### src/rtl/trap_pkg.sv
`default_nettype none
// ============================================================================
//  Module      : trap_pkg
//  Description : Shared definitions for the machine-mode trap controller:
//                CSR addresses, mstatus/mip bit positions, cause codes,
//                FSM state encoding and the interrupt priority helper.
//  Revision    : 1.0  initial release
// ============================================================================
package trap_pkg;

  // CSR address map
  localparam logic [11:0] c_csr_mstatus  = 12'h300;
  localparam logic [11:0] c_csr_mie      = 12'h304;
  localparam logic [11:0] c_csr_mtvec    = 12'h305;
  localparam logic [11:0] c_csr_mscratch = 12'h340;
  localparam logic [11:0] c_csr_mepc     = 12'h341;
  localparam logic [11:0] c_csr_mcause   = 12'h342;
  localparam logic [11:0] c_csr_mtval    = 12'h343;
  localparam logic [11:0] c_csr_mip      = 12'h344;

  // mstatus bit positions
  localparam int c_mstatus_mie    = 3;
  localparam int c_mstatus_mpie   = 7;
  localparam int c_mstatus_mpp_lo = 11;
  localparam int c_mstatus_mpp_hi = 12;

  // mip/mie bit positions
  localparam int c_irq_sw_bit    = 3;
  localparam int c_irq_timer_bit = 7;
  localparam int c_irq_ext_bit   = 11;

  // Cause codes
  localparam logic [4:0] c_cause_irq_sw    = 5'd3;
  localparam logic [4:0] c_cause_irq_timer = 5'd7;
  localparam logic [4:0] c_cause_irq_ext   = 5'd11;
  localparam logic [4:0] c_cause_ecall_m   = 5'd11;

  // Trap sequencer state
  typedef enum logic [1:0] {
    ST_IDLE     = 2'd0,
    ST_FLUSH    = 2'd1,
    ST_REDIRECT = 2'd2
  } trap_state_e;

  // Kind of event captured when the sequencer leaves IDLE
  typedef enum logic [1:0] {
    EV_NONE = 2'd0,
    EV_EXC  = 2'd1,
    EV_IRQ  = 2'd2,
    EV_MRET = 2'd3
  } trap_event_e;

  // Interrupt priority: external > software > timer.
  // Caller guarantees at least one input is set.
  function automatic logic [4:0] irq_cause(input logic ext, input logic sw);
    if (ext)     return c_cause_irq_ext;
    else if (sw) return c_cause_irq_sw;
    else         return c_cause_irq_timer;
  endfunction

endpackage
`default_nettype wire

### src/rtl/trap_ctrl_if.sv
`default_nettype none
// ============================================================================
//  Module      : trap_ctrl_if
//  Description : Core-side bundle of the trap controller: exception/interrupt
//                event inputs, CSR access bus and pipeline control outputs.
//                master = pipeline side, slave = trap_ctrl.
//  Revision    : 1.0  initial release
// ============================================================================
interface trap_ctrl_if #(
  parameter int XLEN = 32
);
  logic            exception_i;
  logic [4:0]      exception_code_i;
  logic [XLEN-1:0] exc_tval_i;
  logic            wb_valid_i;
  logic [XLEN-1:0] wb_pc_i;
  logic            mret_i;
  logic            irq_ext_i;
  logic            irq_sw_i;
  logic            irq_timer_i;
  logic            csr_we_i;
  logic [11:0]     csr_addr_i;
  logic [XLEN-1:0] csr_wdata_i;
  logic [XLEN-1:0] csr_rdata_o;
  logic            flush_o;
  logic            stall_o;
  logic            redirect_o;
  logic [XLEN-1:0] redirect_pc_o;

  modport master (
    output exception_i, exception_code_i, exc_tval_i, wb_valid_i, wb_pc_i,
           mret_i, irq_ext_i, irq_sw_i, irq_timer_i,
           csr_we_i, csr_addr_i, csr_wdata_i,
    input  csr_rdata_o, flush_o, stall_o, redirect_o, redirect_pc_o
  );

  modport slave (
    input  exception_i, exception_code_i, exc_tval_i, wb_valid_i, wb_pc_i,
           mret_i, irq_ext_i, irq_sw_i, irq_timer_i,
           csr_we_i, csr_addr_i, csr_wdata_i,
    output csr_rdata_o, flush_o, stall_o, redirect_o, redirect_pc_o
  );
endinterface
`default_nettype wire

### src/rtl/trap_csr_file.sv
`default_nettype none
// ============================================================================
//  Module      : trap_csr_file
//  Description : Machine-mode trap CSRs (mstatus, mie, mip, mtvec, mscratch,
//                mepc, mcause, mtval): storage, write decode, read mux.
//                Hardware trap/mret updates take precedence over software
//                writes for mstatus/mepc/mcause/mtval.
//  Config      : TRAP_VECTORED_EN - mtvec[0] (mode) writable
//  Ports       : clk/reset, i_we/i_addr/i_wdata/o_rdata CSR bus,
//                i_trap_take/i_mret_take + cause/epc/tval hardware update,
//                i_irq_* interrupt lines, o_* state for the sequencer.
//  Revision    : 1.0  initial release
// ============================================================================
module trap_csr_file
  import trap_pkg::*;
#(
  parameter int              XLEN        = 32,
  parameter logic [XLEN-1:0] RESET_MTVEC = '0
) (
  input  wire logic            clk,
  input  wire logic            reset,
  input  wire logic            i_we,
  input  wire logic [11:0]     i_addr,
  input  wire logic [XLEN-1:0] i_wdata,
  output logic      [XLEN-1:0] o_rdata,
  input  wire logic            i_trap_take,
  input  wire logic            i_mret_take,
  input  wire logic [XLEN-1:0] i_cause,
  input  wire logic [XLEN-1:0] i_epc,
  input  wire logic [XLEN-1:0] i_tval,
  input  wire logic            i_irq_ext,
  input  wire logic            i_irq_sw,
  input  wire logic            i_irq_timer,
  output logic                 o_mstatus_mie,
  output logic      [XLEN-1:0] o_mie,
  output logic      [XLEN-1:0] o_mip,
  output logic      [XLEN-1:0] o_mtvec,
  output logic      [XLEN-1:0] o_mepc
);

  // Only the three implemented interrupt enables are writable
  localparam logic [XLEN-1:0] c_irq_mask =
      (XLEN'(1) << c_irq_sw_bit) | (XLEN'(1) << c_irq_timer_bit) | (XLEN'(1) << c_irq_ext_bit);

`ifdef TRAP_VECTORED_EN
  localparam logic [XLEN-1:0] c_mtvec_mask = ~(XLEN'(2));
`else
  localparam logic [XLEN-1:0] c_mtvec_mask = ~(XLEN'(3));
`endif

  logic            r_mstatus_mie;
  logic            r_mstatus_mpie;
  logic [XLEN-1:0] r_mie;
  logic [XLEN-1:0] r_mtvec;
  logic [XLEN-1:0] r_mscratch;
  logic [XLEN-1:0] r_mepc;
  logic [XLEN-1:0] r_mcause;
  logic [XLEN-1:0] r_mtval;
  logic [XLEN-1:0] w_mip;
  logic [XLEN-1:0] w_mstatus;

  logic w_wr_mstatus, w_wr_mie, w_wr_mtvec, w_wr_mscratch;
  logic w_wr_mepc, w_wr_mcause, w_wr_mtval;

  assign w_wr_mstatus  = i_we && (i_addr == c_csr_mstatus);
  assign w_wr_mie      = i_we && (i_addr == c_csr_mie);
  assign w_wr_mtvec    = i_we && (i_addr == c_csr_mtvec);
  assign w_wr_mscratch = i_we && (i_addr == c_csr_mscratch);
  assign w_wr_mepc     = i_we && (i_addr == c_csr_mepc);
  assign w_wr_mcause   = i_we && (i_addr == c_csr_mcause);
  assign w_wr_mtval    = i_we && (i_addr == c_csr_mtval);

  // mstatus: trap entry stacks MIE into MPIE, mret unstacks it
  always_ff @(posedge clk) begin
    if (reset) begin
      r_mstatus_mie  <= 1'b0;
      r_mstatus_mpie <= 1'b0;
    end else if (i_trap_take) begin
      r_mstatus_mpie <= r_mstatus_mie;
      r_mstatus_mie  <= 1'b0;
    end else if (i_mret_take) begin
      r_mstatus_mie  <= r_mstatus_mpie;
      r_mstatus_mpie <= 1'b1;
    end else if (w_wr_mstatus) begin
      r_mstatus_mie  <= i_wdata[c_mstatus_mie];
      r_mstatus_mpie <= i_wdata[c_mstatus_mpie];
    end
  end

  // Software-only CSRs
  always_ff @(posedge clk) begin
    if (reset) begin
      r_mie      <= '0;
      r_mtvec    <= RESET_MTVEC & c_mtvec_mask;
      r_mscratch <= '0;
    end else begin
      if (w_wr_mie)      r_mie      <= i_wdata & c_irq_mask;
      if (w_wr_mtvec)    r_mtvec    <= i_wdata & c_mtvec_mask;
      if (w_wr_mscratch) r_mscratch <= i_wdata;
    end
  end

  // Trap-state CSRs: hardware entry beats a coincident software write
  always_ff @(posedge clk) begin
    if (reset) begin
      r_mepc   <= '0;
      r_mcause <= '0;
      r_mtval  <= '0;
    end else if (i_trap_take) begin
      r_mepc   <= {i_epc[XLEN-1:2], 2'b00};
      r_mcause <= i_cause;
      r_mtval  <= i_tval;
    end else begin
      if (w_wr_mepc)   r_mepc   <= {i_wdata[XLEN-1:2], 2'b00};
      if (w_wr_mcause) r_mcause <= i_wdata;
      if (w_wr_mtval)  r_mtval  <= i_wdata;
    end
  end

  always_comb begin
    w_mip                  = '0;
    w_mip[c_irq_sw_bit]    = i_irq_sw;
    w_mip[c_irq_timer_bit] = i_irq_timer;
    w_mip[c_irq_ext_bit]   = i_irq_ext;
  end

  // MPP is hardwired to machine mode
  always_comb begin
    w_mstatus                                     = '0;
    w_mstatus[c_mstatus_mie]                      = r_mstatus_mie;
    w_mstatus[c_mstatus_mpie]                     = r_mstatus_mpie;
    w_mstatus[c_mstatus_mpp_hi:c_mstatus_mpp_lo]  = 2'b11;
  end

  always_comb begin
    o_rdata = '0;
    case (i_addr)
      c_csr_mstatus:  o_rdata = w_mstatus;
      c_csr_mie:      o_rdata = r_mie;
      c_csr_mtvec:    o_rdata = r_mtvec;
      c_csr_mscratch: o_rdata = r_mscratch;
      c_csr_mepc:     o_rdata = r_mepc;
      c_csr_mcause:   o_rdata = r_mcause;
      c_csr_mtval:    o_rdata = r_mtval;
      c_csr_mip:      o_rdata = w_mip;
      default:        o_rdata = '0;
    endcase
  end

  assign o_mstatus_mie = r_mstatus_mie;
  assign o_mie         = r_mie;
  assign o_mip         = w_mip;
  assign o_mtvec       = r_mtvec;
  assign o_mepc        = r_mepc;

  // Low epc bits are discarded on purpose (alignment)
  logic w_unused_epc;
  assign w_unused_epc = ^i_epc[1:0];

endmodule
`default_nettype wire

### src/rtl/trap_ctrl.sv
`default_nettype none
// ============================================================================
//  Module      : trap_ctrl
//  Description : Machine-mode trap controller. Arbitrates exception >
//                interrupt > mret at the WB boundary, updates trap CSRs and
//                sequences IDLE -> FLUSH -> REDIRECT -> IDLE towards fetch.
//  Config      : TRAP_VECTORED_EN - vectored interrupt targets
//                (base + 4*cause) when mtvec[0] = 1
//  Ports       : clk, reset (sync, active-high),
//                bus (trap_ctrl_if.slave): events, CSR bus, flush/stall/redirect
//  Revision    : 1.0  initial release
// ============================================================================
module trap_ctrl
  import trap_pkg::*;
#(
  parameter int              XLEN        = 32,
  parameter logic [XLEN-1:0] RESET_MTVEC = '0
) (
  input  wire logic  clk,
  input  wire logic  reset,
  trap_ctrl_if.slave bus
);

  trap_state_e r_state;
  trap_state_e w_state_nxt;
  trap_event_e r_event;
  logic [4:0]      r_irq_code;
  logic [XLEN-1:0] r_target;

  logic            w_mstatus_mie;
  logic [XLEN-1:0] w_mie;
  logic [XLEN-1:0] w_mip;
  logic [XLEN-1:0] w_mtvec;
  logic [XLEN-1:0] w_mepc;
  logic [XLEN-1:0] w_pend;
  logic            w_idle;
  logic            w_irq_req;
  logic            w_take_exc;
  logic            w_take_irq;
  logic            w_take_mret;
  logic [4:0]      w_irq_code;
  logic [XLEN-1:0] w_hw_cause;
  logic [XLEN-1:0] w_hw_tval;
  logic [XLEN-1:0] w_base;
  logic [XLEN-1:0] w_target;

  assign w_idle    = (r_state == ST_IDLE);
  assign w_pend    = w_mip & w_mie;
  assign w_irq_req = bus.wb_valid_i && w_mstatus_mie && (|w_pend);

  // Priority: exception > interrupt > mret. A losing IRQ simply stays pending.
  assign w_take_exc  = w_idle && bus.exception_i;
  assign w_take_irq  = w_idle && !bus.exception_i && w_irq_req;
  assign w_take_mret = w_idle && !bus.exception_i && !w_irq_req && bus.mret_i;

  assign w_irq_code = irq_cause(w_pend[c_irq_ext_bit], w_pend[c_irq_sw_bit]);

  assign w_hw_cause = w_take_exc ? {{(XLEN-5){1'b0}}, bus.exception_code_i}
                                 : {1'b1, {(XLEN-6){1'b0}}, w_irq_code};

  // ecall carries no faulting value; interrupts never do
  assign w_hw_tval = (w_take_exc && (bus.exception_code_i != c_cause_ecall_m))
                     ? bus.exc_tval_i : '0;

  trap_csr_file #(
    .XLEN        (XLEN),
    .RESET_MTVEC (RESET_MTVEC)
  ) u_csr (
    .clk           (clk),
    .reset         (reset),
    .i_we          (bus.csr_we_i && w_idle),
    .i_addr        (bus.csr_addr_i),
    .i_wdata       (bus.csr_wdata_i),
    .o_rdata       (bus.csr_rdata_o),
    .i_trap_take   (w_take_exc || w_take_irq),
    .i_mret_take   (w_take_mret),
    .i_cause       (w_hw_cause),
    .i_epc         (bus.wb_pc_i),
    .i_tval        (w_hw_tval),
    .i_irq_ext     (bus.irq_ext_i),
    .i_irq_sw      (bus.irq_sw_i),
    .i_irq_timer   (bus.irq_timer_i),
    .o_mstatus_mie (w_mstatus_mie),
    .o_mie         (w_mie),
    .o_mip         (w_mip),
    .o_mtvec       (w_mtvec),
    .o_mepc        (w_mepc)
  );

  // State register
  always_ff @(posedge clk) begin
    if (reset) r_state <= ST_IDLE;
    else       r_state <= w_state_nxt;
  end

  // Next-state logic
  always_comb begin
    w_state_nxt = r_state;
    case (r_state)
      ST_IDLE:     if (w_take_exc || w_take_irq || w_take_mret) w_state_nxt = ST_FLUSH;
      ST_FLUSH:    w_state_nxt = ST_REDIRECT;
      ST_REDIRECT: w_state_nxt = ST_IDLE;
      default:     w_state_nxt = ST_IDLE;
    endcase
  end

  // Outputs
  always_comb begin
    bus.flush_o       = 1'b0;
    bus.stall_o       = 1'b0;
    bus.redirect_o    = 1'b0;
    bus.redirect_pc_o = '0;
    case (r_state)
      ST_FLUSH: begin
        bus.flush_o = 1'b1;
        bus.stall_o = 1'b1;
      end
      ST_REDIRECT: begin
        bus.stall_o       = 1'b1;
        bus.redirect_o    = 1'b1;
        bus.redirect_pc_o = r_target;
      end
      default: ;
    endcase
  end

  // Remember what was accepted so FLUSH can compute the target
  always_ff @(posedge clk) begin
    if (reset) begin
      r_event    <= EV_NONE;
      r_irq_code <= '0;
    end else if (w_idle) begin
      r_irq_code <= w_irq_code;
      if (w_take_exc)       r_event <= EV_EXC;
      else if (w_take_irq)  r_event <= EV_IRQ;
      else if (w_take_mret) r_event <= EV_MRET;
    end
  end

  assign w_base = {w_mtvec[XLEN-1:2], 2'b00};

  always_comb begin
    w_target = w_base;
    if (r_event == EV_MRET) begin
      w_target = w_mepc;
    end
`ifdef TRAP_VECTORED_EN
    else if ((r_event == EV_IRQ) && w_mtvec[0]) begin
      w_target = w_base + {{(XLEN-7){1'b0}}, r_irq_code, 2'b00};
    end
`endif
  end

  // Target is latched during FLUSH; CSR writes are blocked there so it is stable
  always_ff @(posedge clk) begin
    if (reset)                   r_target <= '0;
    else if (r_state == ST_FLUSH) r_target <= w_target;
  end

  // mtvec mode bits only matter in the vectored build
  logic w_unused_mtvec;
  assign w_unused_mtvec = ^w_mtvec[1:0];

endmodule
`default_nettype wire

### src/flat_wrapper.sv
// flat-port wrapper written by rule: the top's interface ports become plain ports
module trap_ctrl_flat import trap_pkg::*;
#(
  parameter int              XLEN        = 32,
  parameter logic [XLEN-1:0] RESET_MTVEC = '0
)
  (clk, reset, bus_exception_i, bus_exception_code_i, bus_exc_tval_i, bus_wb_valid_i, bus_wb_pc_i, bus_mret_i, bus_irq_ext_i, bus_irq_sw_i, bus_irq_timer_i, bus_csr_we_i, bus_csr_addr_i, bus_csr_wdata_i, bus_csr_rdata_o, bus_flush_o, bus_stall_o, bus_redirect_o, bus_redirect_pc_o);
  trap_ctrl_if #(.XLEN(XLEN)) bus_i ();
  input  wire logic clk;
  input  wire logic reset;
  input wire logic [$bits(bus_i.exception_i)-1:0] bus_exception_i;
  input wire logic [$bits(bus_i.exception_code_i)-1:0] bus_exception_code_i;
  input wire logic [$bits(bus_i.exc_tval_i)-1:0] bus_exc_tval_i;
  input wire logic [$bits(bus_i.wb_valid_i)-1:0] bus_wb_valid_i;
  input wire logic [$bits(bus_i.wb_pc_i)-1:0] bus_wb_pc_i;
  input wire logic [$bits(bus_i.mret_i)-1:0] bus_mret_i;
  input wire logic [$bits(bus_i.irq_ext_i)-1:0] bus_irq_ext_i;
  input wire logic [$bits(bus_i.irq_sw_i)-1:0] bus_irq_sw_i;
  input wire logic [$bits(bus_i.irq_timer_i)-1:0] bus_irq_timer_i;
  input wire logic [$bits(bus_i.csr_we_i)-1:0] bus_csr_we_i;
  input wire logic [$bits(bus_i.csr_addr_i)-1:0] bus_csr_addr_i;
  input wire logic [$bits(bus_i.csr_wdata_i)-1:0] bus_csr_wdata_i;
  output wire logic [$bits(bus_i.csr_rdata_o)-1:0] bus_csr_rdata_o;
  output wire logic [$bits(bus_i.flush_o)-1:0] bus_flush_o;
  output wire logic [$bits(bus_i.stall_o)-1:0] bus_stall_o;
  output wire logic [$bits(bus_i.redirect_o)-1:0] bus_redirect_o;
  output wire logic [$bits(bus_i.redirect_pc_o)-1:0] bus_redirect_pc_o;
  assign bus_i.exception_i = bus_exception_i;
  assign bus_i.exception_code_i = bus_exception_code_i;
  assign bus_i.exc_tval_i = bus_exc_tval_i;
  assign bus_i.wb_valid_i = bus_wb_valid_i;
  assign bus_i.wb_pc_i = bus_wb_pc_i;
  assign bus_i.mret_i = bus_mret_i;
  assign bus_i.irq_ext_i = bus_irq_ext_i;
  assign bus_i.irq_sw_i = bus_irq_sw_i;
  assign bus_i.irq_timer_i = bus_irq_timer_i;
  assign bus_i.csr_we_i = bus_csr_we_i;
  assign bus_i.csr_addr_i = bus_csr_addr_i;
  assign bus_i.csr_wdata_i = bus_csr_wdata_i;
  assign bus_csr_rdata_o = bus_i.csr_rdata_o;
  assign bus_flush_o = bus_i.flush_o;
  assign bus_stall_o = bus_i.stall_o;
  assign bus_redirect_o = bus_i.redirect_o;
  assign bus_redirect_pc_o = bus_i.redirect_pc_o;
  trap_ctrl #(.XLEN(XLEN), .RESET_MTVEC(RESET_MTVEC)) u_core (.clk(clk), .reset(reset), .bus(bus_i));
endmodule
### config.mk
export PLATFORM = sky130hd
export DESIGN_NAME = trap_ctrl_flat
export DESIGN_NICKNAME = d
export VERILOG_FILES = /design/src/rtl/trap_pkg.sv /design/src/rtl/trap_ctrl_if.sv /design/src/rtl/trap_csr_file.sv /design/src/rtl/trap_ctrl.sv /design/src/flat_wrapper.sv
export SDC_FILE = /design/constraint.sdc
export NUM_CORES = 1
export LEC_CHECK = 0
export CORE_UTILIZATION = 30
export CTS_CLUSTER_DIAMETER = 150
export CTS_CLUSTER_SIZE = 24
export DETAILED_ROUTE_END_ITERATION = 6
export DONT_BUFFER_PORTS = 1
export GPL_ROUTABILITY_DRIVEN = 0
export MAX_ROUTING_LAYER = met4
export PLACE_DENSITY = 0.53
export SLEW_MARGIN = 20
export SYNTH_ARGS = -nofsm -noshare
export SYNTH_HDL_FRONTEND = slang
export SYNTH_SLANG_ARGS = --single-unit
### constraint.sdc
create_clock -name clk -period 3.23 [get_ports clk]
set_clock_uncertainty 0.1 [all_clocks]
set_input_delay 0.646 -clock clk [delete_from_list [all_inputs] [get_ports clk]]
set_output_delay 0.646 -clock clk [all_outputs]
set_load 0.05 [all_outputs]
==> results of run 1 <==
cell usage after synthesis, types with 2 or more instances:
library cell / count
clkbuf_1: 103
and2_1: 32
inv_1: 44
nand4_1: 7
nor3_1: 2
a221oi_1: 36
buf_4: 3
nand2b_1: 3
a211oi_1: 2
a31o_2: 2
mux2_2: 3
and3_1: 2
a22o_1: 25
nand2_1: 126
ha_1: 4
mux4_2: 26
mux2i_1: 9
nor2b_1: 5
or3_1: 3
buf_2: 22
o21ai_0: 135
nor4bb_1: 2
nor2_1: 73
a22oi_1: 3
o2111ai_1: 3
a21oi_1: 96
dfxtp_1: 195
a31oi_1: 5
nand3_1: 138
a311oi_1: 62
a221o_1: 4
and4_1: 2
nor3b_1: 2
or2_2: 2
metal layers:
| layer | vias to the layer above | track usage | share of wire |
|---|---|---|---|
| met5 | - | - | 0 |
| met4 | 0 | 0.0773 | 0.022 |
| met3 | 54 | 0.0519 | 0.086 |
| met2 | 470 | 0.372 | 0.46 |
| met1 | 4652 | 0.310 | 0.43 |
| li1 | 4300 | - | - |
power by group through the flow:
stage / sequential (mW) / combinational (mW) / clock [mW]
2_1_floorplan: 2.65 / 0.556 / 0
3_3_place_gp: 2.68 / 0.695 / 0
3_5_place_dp: 2.68 / 0.704 / 0
4_1_cts: 2.62 / 0.705 / 2.20
5_1_grt: 2.64 / 0.770 / 2.30
6_report: 2.63 / 0.706 / 2.17
layout by cell type, fill, tap and decap left out, types with 26 or more instances in the layout:
master and n:
buf_12 35, o21ai_0 135, and2_1 31, a311oi_1 62
nand2_1 125, dfxtp_1 193, a21oi_1 94, inv_1 44
nand3_1 136, mux4_2 26, a221oi_1 36, buf_4 38
nor2_1 72
layout make-up:
| cell class | instances | area, um^2 |
|---|---|---|
| tap | 402 | 503 |
| inverter | 44 | 165 |
| sequential | 195 | 3910 |
| fill | 3270 | 20300 |
| clock inverter | 14 | 145 |
| timing repair buffer | 73 | 986 |
| clock buffer | 18 | 439 |
| multi-input combinational | 831 | 5250 |
worst max-delay path: cells and delay by family:
family / cells / cell delay [ns]
simple gates: 3 / 1.06
compound gates: 1 / 0.20
buf+inv: 2 / 0.41
through the flow:
step	area, um^2	cells
final	11400	1577
after global placement	10800	1545
after detailed placement	10800	1545
after CTS	11400	1577
after floorplan	9750	1199
after global routing	11400	1577
sequential cells by signal, summed over array words and instances, names as in the netlist:
register	cells
u_core.u_csr.r_mcause	32
u_core.u_csr.r_mscratch	32
u_core.u_csr.r_mtval	32
u_core.r_target	30
u_core.u_csr.o_mepc	30
u_core.u_csr.o_mtvec	30
u_core.u_csr.o_mie	3
u_core.r_event	2
u_core.r_state	2
u_core.u_csr.o_mstatus_mie	1
u_core.u_csr.r_mstatus_mpie	1
worst min-delay path by stage:
stage | end | depth (start not counted)
after floorplan | u_core.u_csr.r_mcause[25] | 2
after global placement | u_core.u_csr.r_mcause[12] | 2
after detailed placement | u_core.u_csr.r_mcause[10] | 2
after CTS | u_core.u_csr.r_mscratch[23] | 1
after global routing | u_core.u_csr.o_mtvec[23] | 1
final | u_core.u_csr.r_mtval[27] | 1
kinds of logic after synthesis:
kind of cell    Yosys count  synth area share
compound gates          379             0.251
flops                   195             0.401
fa+ha+maj                 4           0.00514
mux                      38            0.0729
simple gates            408             0.199
buf+inv                 173            0.0707
other cells               1          0.000385
==> run summary, run 1 <==
crit path to: bus_csr_rdata_o[30]
Unique masters post-synth: 51
post-route minimum period: 3.06 ns
overall power: 5.50 mW
post-DR vias/cell: 6.01
sequential area share after synthesis: 0.401
Logic pwr share: 0.128
Core Rows: 65
Rel. slew slack: 0.341
worst slack, placed: 0.199 ns
Global Route Usage Sum: 0.240
root buffer cell: clkbuf_16
Worst Tran Pin Value: 0.988 ns
Seq pwr share: 0.477
P&R area growth vs syn: 17.1%
clock buffer count from CTS: 17
R2R depth: 8
via count: 9,476
Post-synth top flop: dfxtp_1
clock sinks: 195
worst hold slack: 0.195 ns
die width: 182 um
final hold vios: 0
Post-Route Setup TNS: 0 ns
CP max stage cell: or3_1
vias in the first global route: 9,135
Reg-to-Reg Start: u_core.r_state[1]
Routed WL per cell: 24.6 um
DR iter-0 viols: 1,002
H-tree depth: 4
Detailed Routing Iterations Pass 1: 5
CP Capture Type: output port
clock buffer depth: 2
final WL: 38,700 um
Arr. time, crit path: 2.31 ns
Post-CTS Setup Bufs: 0
final worst slack: 0.173 ns
Final Core Density: 0.359
# diodes: 0
RSZ-0062 raised after global routing: false
Remaining DRCs: 0
Peak VDD IR: 355 uV
die height: 182 um
worst-skew pair later-pin latency: 0.45 ns
Setup CP Type: primary input to output port
flop-to-flop setup slack: 0.61 ns
Final #Nets: 1,288
count of input and output buffers: 0
total congestion overflow: 0
Synth area leaders: dfxtp_1, nand3_1, o21ai_0
Clock transition at path regs: 0.07 ns
Synth area leader: dfxtp_1
Syn Inst Count: 1,198
critical path data required time: 2.48 ns
Mean Syn Cell Area: 8.12 um^2
IO Pins: 189
worst hold path class: primary input to register
leakage: 3.60 nW
initial antenna violation count: 0
worst hold start: reset
endpoints failing setup: 0
Post-synth EDFFs: 0
largest net degree at the start of global routing: 170
layout cells sized above 1: 0.135
Sw Pwr: 1.61 mW
post-synthesis cell area: 0.00973 mm^2
top-area cell type share of the netlist area: 0.401
cts hold-fix bufs: 0
CP Launch Type: primary input
post-DP HPWL: 23,500 um
CP Launch Point: bus_csr_addr_i[7]
Routed Antenna Nets: 0
PD cells: 483 mW/mm^2
R2R Path End: u_core.u_csr.r_mcause[26]
Slew Viols, Final: 0
die area: 0.0332 mm^2
asr flop ratio synth: 0
fin crit share: 0.947
crit path max fanout: 8
status: finished clean
FF+latch count, synth: 195
Yosys Warn Count: 0
core area: 0.0317 mm^2
max_cap viols: 0
clock share of power: 0.394
net switching fraction of the power: 0.293
initial core utilization: 0.307
CP cell instances: or3_1, nor4_4, buf_4, nor2b_1, a221o_1, buf_12
Internal: 3.89 mW
CTS tree: built
PostCTS Resize Cnt: 0
first-pass GRT wire length: 58,100 um
crit-path max cell delay: 0.54 ns
Fmax: 327 MHz
Power figures use the tool's default switching activity.
==> run 2: changes to the inputs <==
--- a/config.mk
+++ b/config.mk
@@ -5,14 +5,13 @@
 export SDC_FILE = /design/constraint.sdc
 export NUM_CORES = 1
 export LEC_CHECK = 0
-export CORE_UTILIZATION = 30
+export CORE_UTILIZATION = 32
 export CTS_CLUSTER_DIAMETER = 150
 export CTS_CLUSTER_SIZE = 24
 export DETAILED_ROUTE_END_ITERATION = 6
-export DONT_BUFFER_PORTS = 1
 export GPL_ROUTABILITY_DRIVEN = 0
 export MAX_ROUTING_LAYER = met4
-export PLACE_DENSITY = 0.53
+export PLACE_DENSITY = 0.63
 export SLEW_MARGIN = 20
 export SYNTH_ARGS = -nofsm -noshare
 export SYNTH_HDL_FRONTEND = slang
==> run summary, run 2 (synthesized netlist as in run 1, its figures left out) <==
status: finished clean
overall power: 5.92 mW
root buffer cell: clkbuf_16
core area: 0.0298 mm^2
clock sinks: 195
die height: 176 um
die width: 176 um
CP most frequent cell: buf_4
initial core utilization: 0.326
clock buffer depth: 2
total congestion overflow: 0
Rel. slew slack: 0.386
CTS tree: built
CP Capture Type: output port
Worst Tran Pin Value: 0.917 ns
initial antenna violation count: 3
Arr. time, crit path: 2.47 ns
count of input and output buffers: 184
final cell count without fillers: 1,765
leakage: 4.69 nW
endpoints failing setup: 0
critical path data required time: 2.48 ns
most frequent cells in the layout: dfxtp_1, nand3_1, o21ai_0, nand2_1, clkdlybuf4s50_1
first-pass GRT wire length: 57,900 um
Final #Nets: 1,485
final instance area: 0.0138 mm^2
Routed Antenna Nets: 0
Clock transition at path regs: 0.08 ns
dpl cells: 1,727
Post-Route Setup TNS: 0 ns
post-route minimum period: 3.22 ns
Detailed Routing Iterations Pass 1: 7
layout cells sized above 1: 0.182
final WL: 37,700 um
Core Rows: 63
via count: 10,300
die area: 0.0311 mm^2
post-DR vias/cell: 5.84
Setup CP Type: primary input to output port
DR iter-0 viols: 1,212
commonest non-fill, non-tap cell in the layout: dfxtp_1
worst hold path class: register to register
vias in the first global route: 9,998
crit path max fanout: 6
Remaining DRCs: 0
Peak VDD IR: 359 uV
Global Route Usage Sum: 0.250
H-tree depth: 4
CP max stage cell: clkdlybuf4s50_1
DP Area: 0.0130 mm^2
CP Launch Type: primary input
Fmax: 311 MHz
Routed WL per cell: 21.4 um
post-DP HPWL: 23,900 um
IO Pins: 189
crit-path max cell delay: 0.54 ns
fin crit share: 0.997
Largest regs: u_core.u_csr.r_mcause: 32 flops, u_core.u_csr.r_mscratch: 32 flops, u_core.u_csr.r_mtval: 32 flops
PD cells: 430 mW/mm^2
P&R area growth vs syn: 41.5%
filler cell count in the final layout: 2,864
clock buffer count from CTS: 17
largest net degree at the start of global routing: 169
Slew Viols, Final: 0
max_cap viols: 0
worst hold slack: 0.354 ns
worst-skew pair later-pin latency: 0.44 ns
CP cell instances: clkdlybuf4s50_1, buf_4, nor4_4, buf_6, buf_4, a22o_1, buf_12
final hold vios: 0
-- run 2: cell types whose count changed in the layout (fill, tap and decap cells not counted), moves of 3 or more --
cell / change
clkdlybuf4s50_1: +109
a22o_1: -6
dlygate4sd2_1: +8
clkinvlp_4: -3
buf_4: +33
buf_6: +6
inv_8: +3
diode_2: +3
buf_12: +38
a22o_4: +6
-- run 2: worst max-delay path: cells and delay by family --
| kind | cells | cell delay (ns) |
|---|---|---|
| compound gates | 1 | 0.22 |
| buf+inv | 5 | 1.29 |
| simple gates | 1 | 0.30 |
-- run 2: area by class of cell --
class                   instances  area [um^2]  area share
well taps                     390          488      0.0354
diodes                          3         7.51    0.000545
multi-input cells             831         5340       0.388
flip-flops and latches        195         3910       0.284
repair buffers                270         3250       0.236
clock buffers                  17          425      0.0309
inverters                      44          165      0.0120
clock inverters                15          194      0.0141
-- run 2: through the flow --
stage	util	worst slack, ns
floorplan	-	0.0896
global placement	0.436	-0.176
detailed placement	0.436	-0.221
CTS	0.461	0.0219
global route	0.462	-0.00191
finish	0.462	0.0111
-- run 2: final timing paths --
check	startpoint	end	slack, ns	cells past startpoint
max	bus_csr_addr_i[3]	bus_csr_rdata_o[8]	0.01	7
min	u_core.u_csr.r_mcause[10]	u_core.u_csr.r_mcause[10]	0.35	2
max reg2reg	u_core.r_state[1]	u_core.u_csr.r_mcause[7]	0.59	8
min reg2reg	u_core.u_csr.r_mcause[10]	u_core.u_csr.r_mcause[10]	0.35	2
-- run 2: power by group --
part / internal, mW / switching (mW)
clock: 1.18 / 1.07
sequential: 2.54 / 0.0819
combinational: 0.433 / 0.605
-- run 2: metal layers --
layer  up-vias  share of wire  routed length (um)  track usage
li1       4699              -                   -            -
met1      5008           0.43               16100        0.329
met2       528           0.46               17500        0.378
met3        75          0.077                2910       0.0381
met4         0          0.032                1200        0.110
met5         -              0                   0            -
-- run 2: timing repair --
item                                    in CTS  in global routing
endpoints found under the setup margin      32                 19
setup buffers                                4                  0
pin swaps                                    7                  4
cloned                                       1                  0
hold buffers                                 0                  0
gates resized for setup                     30                  4
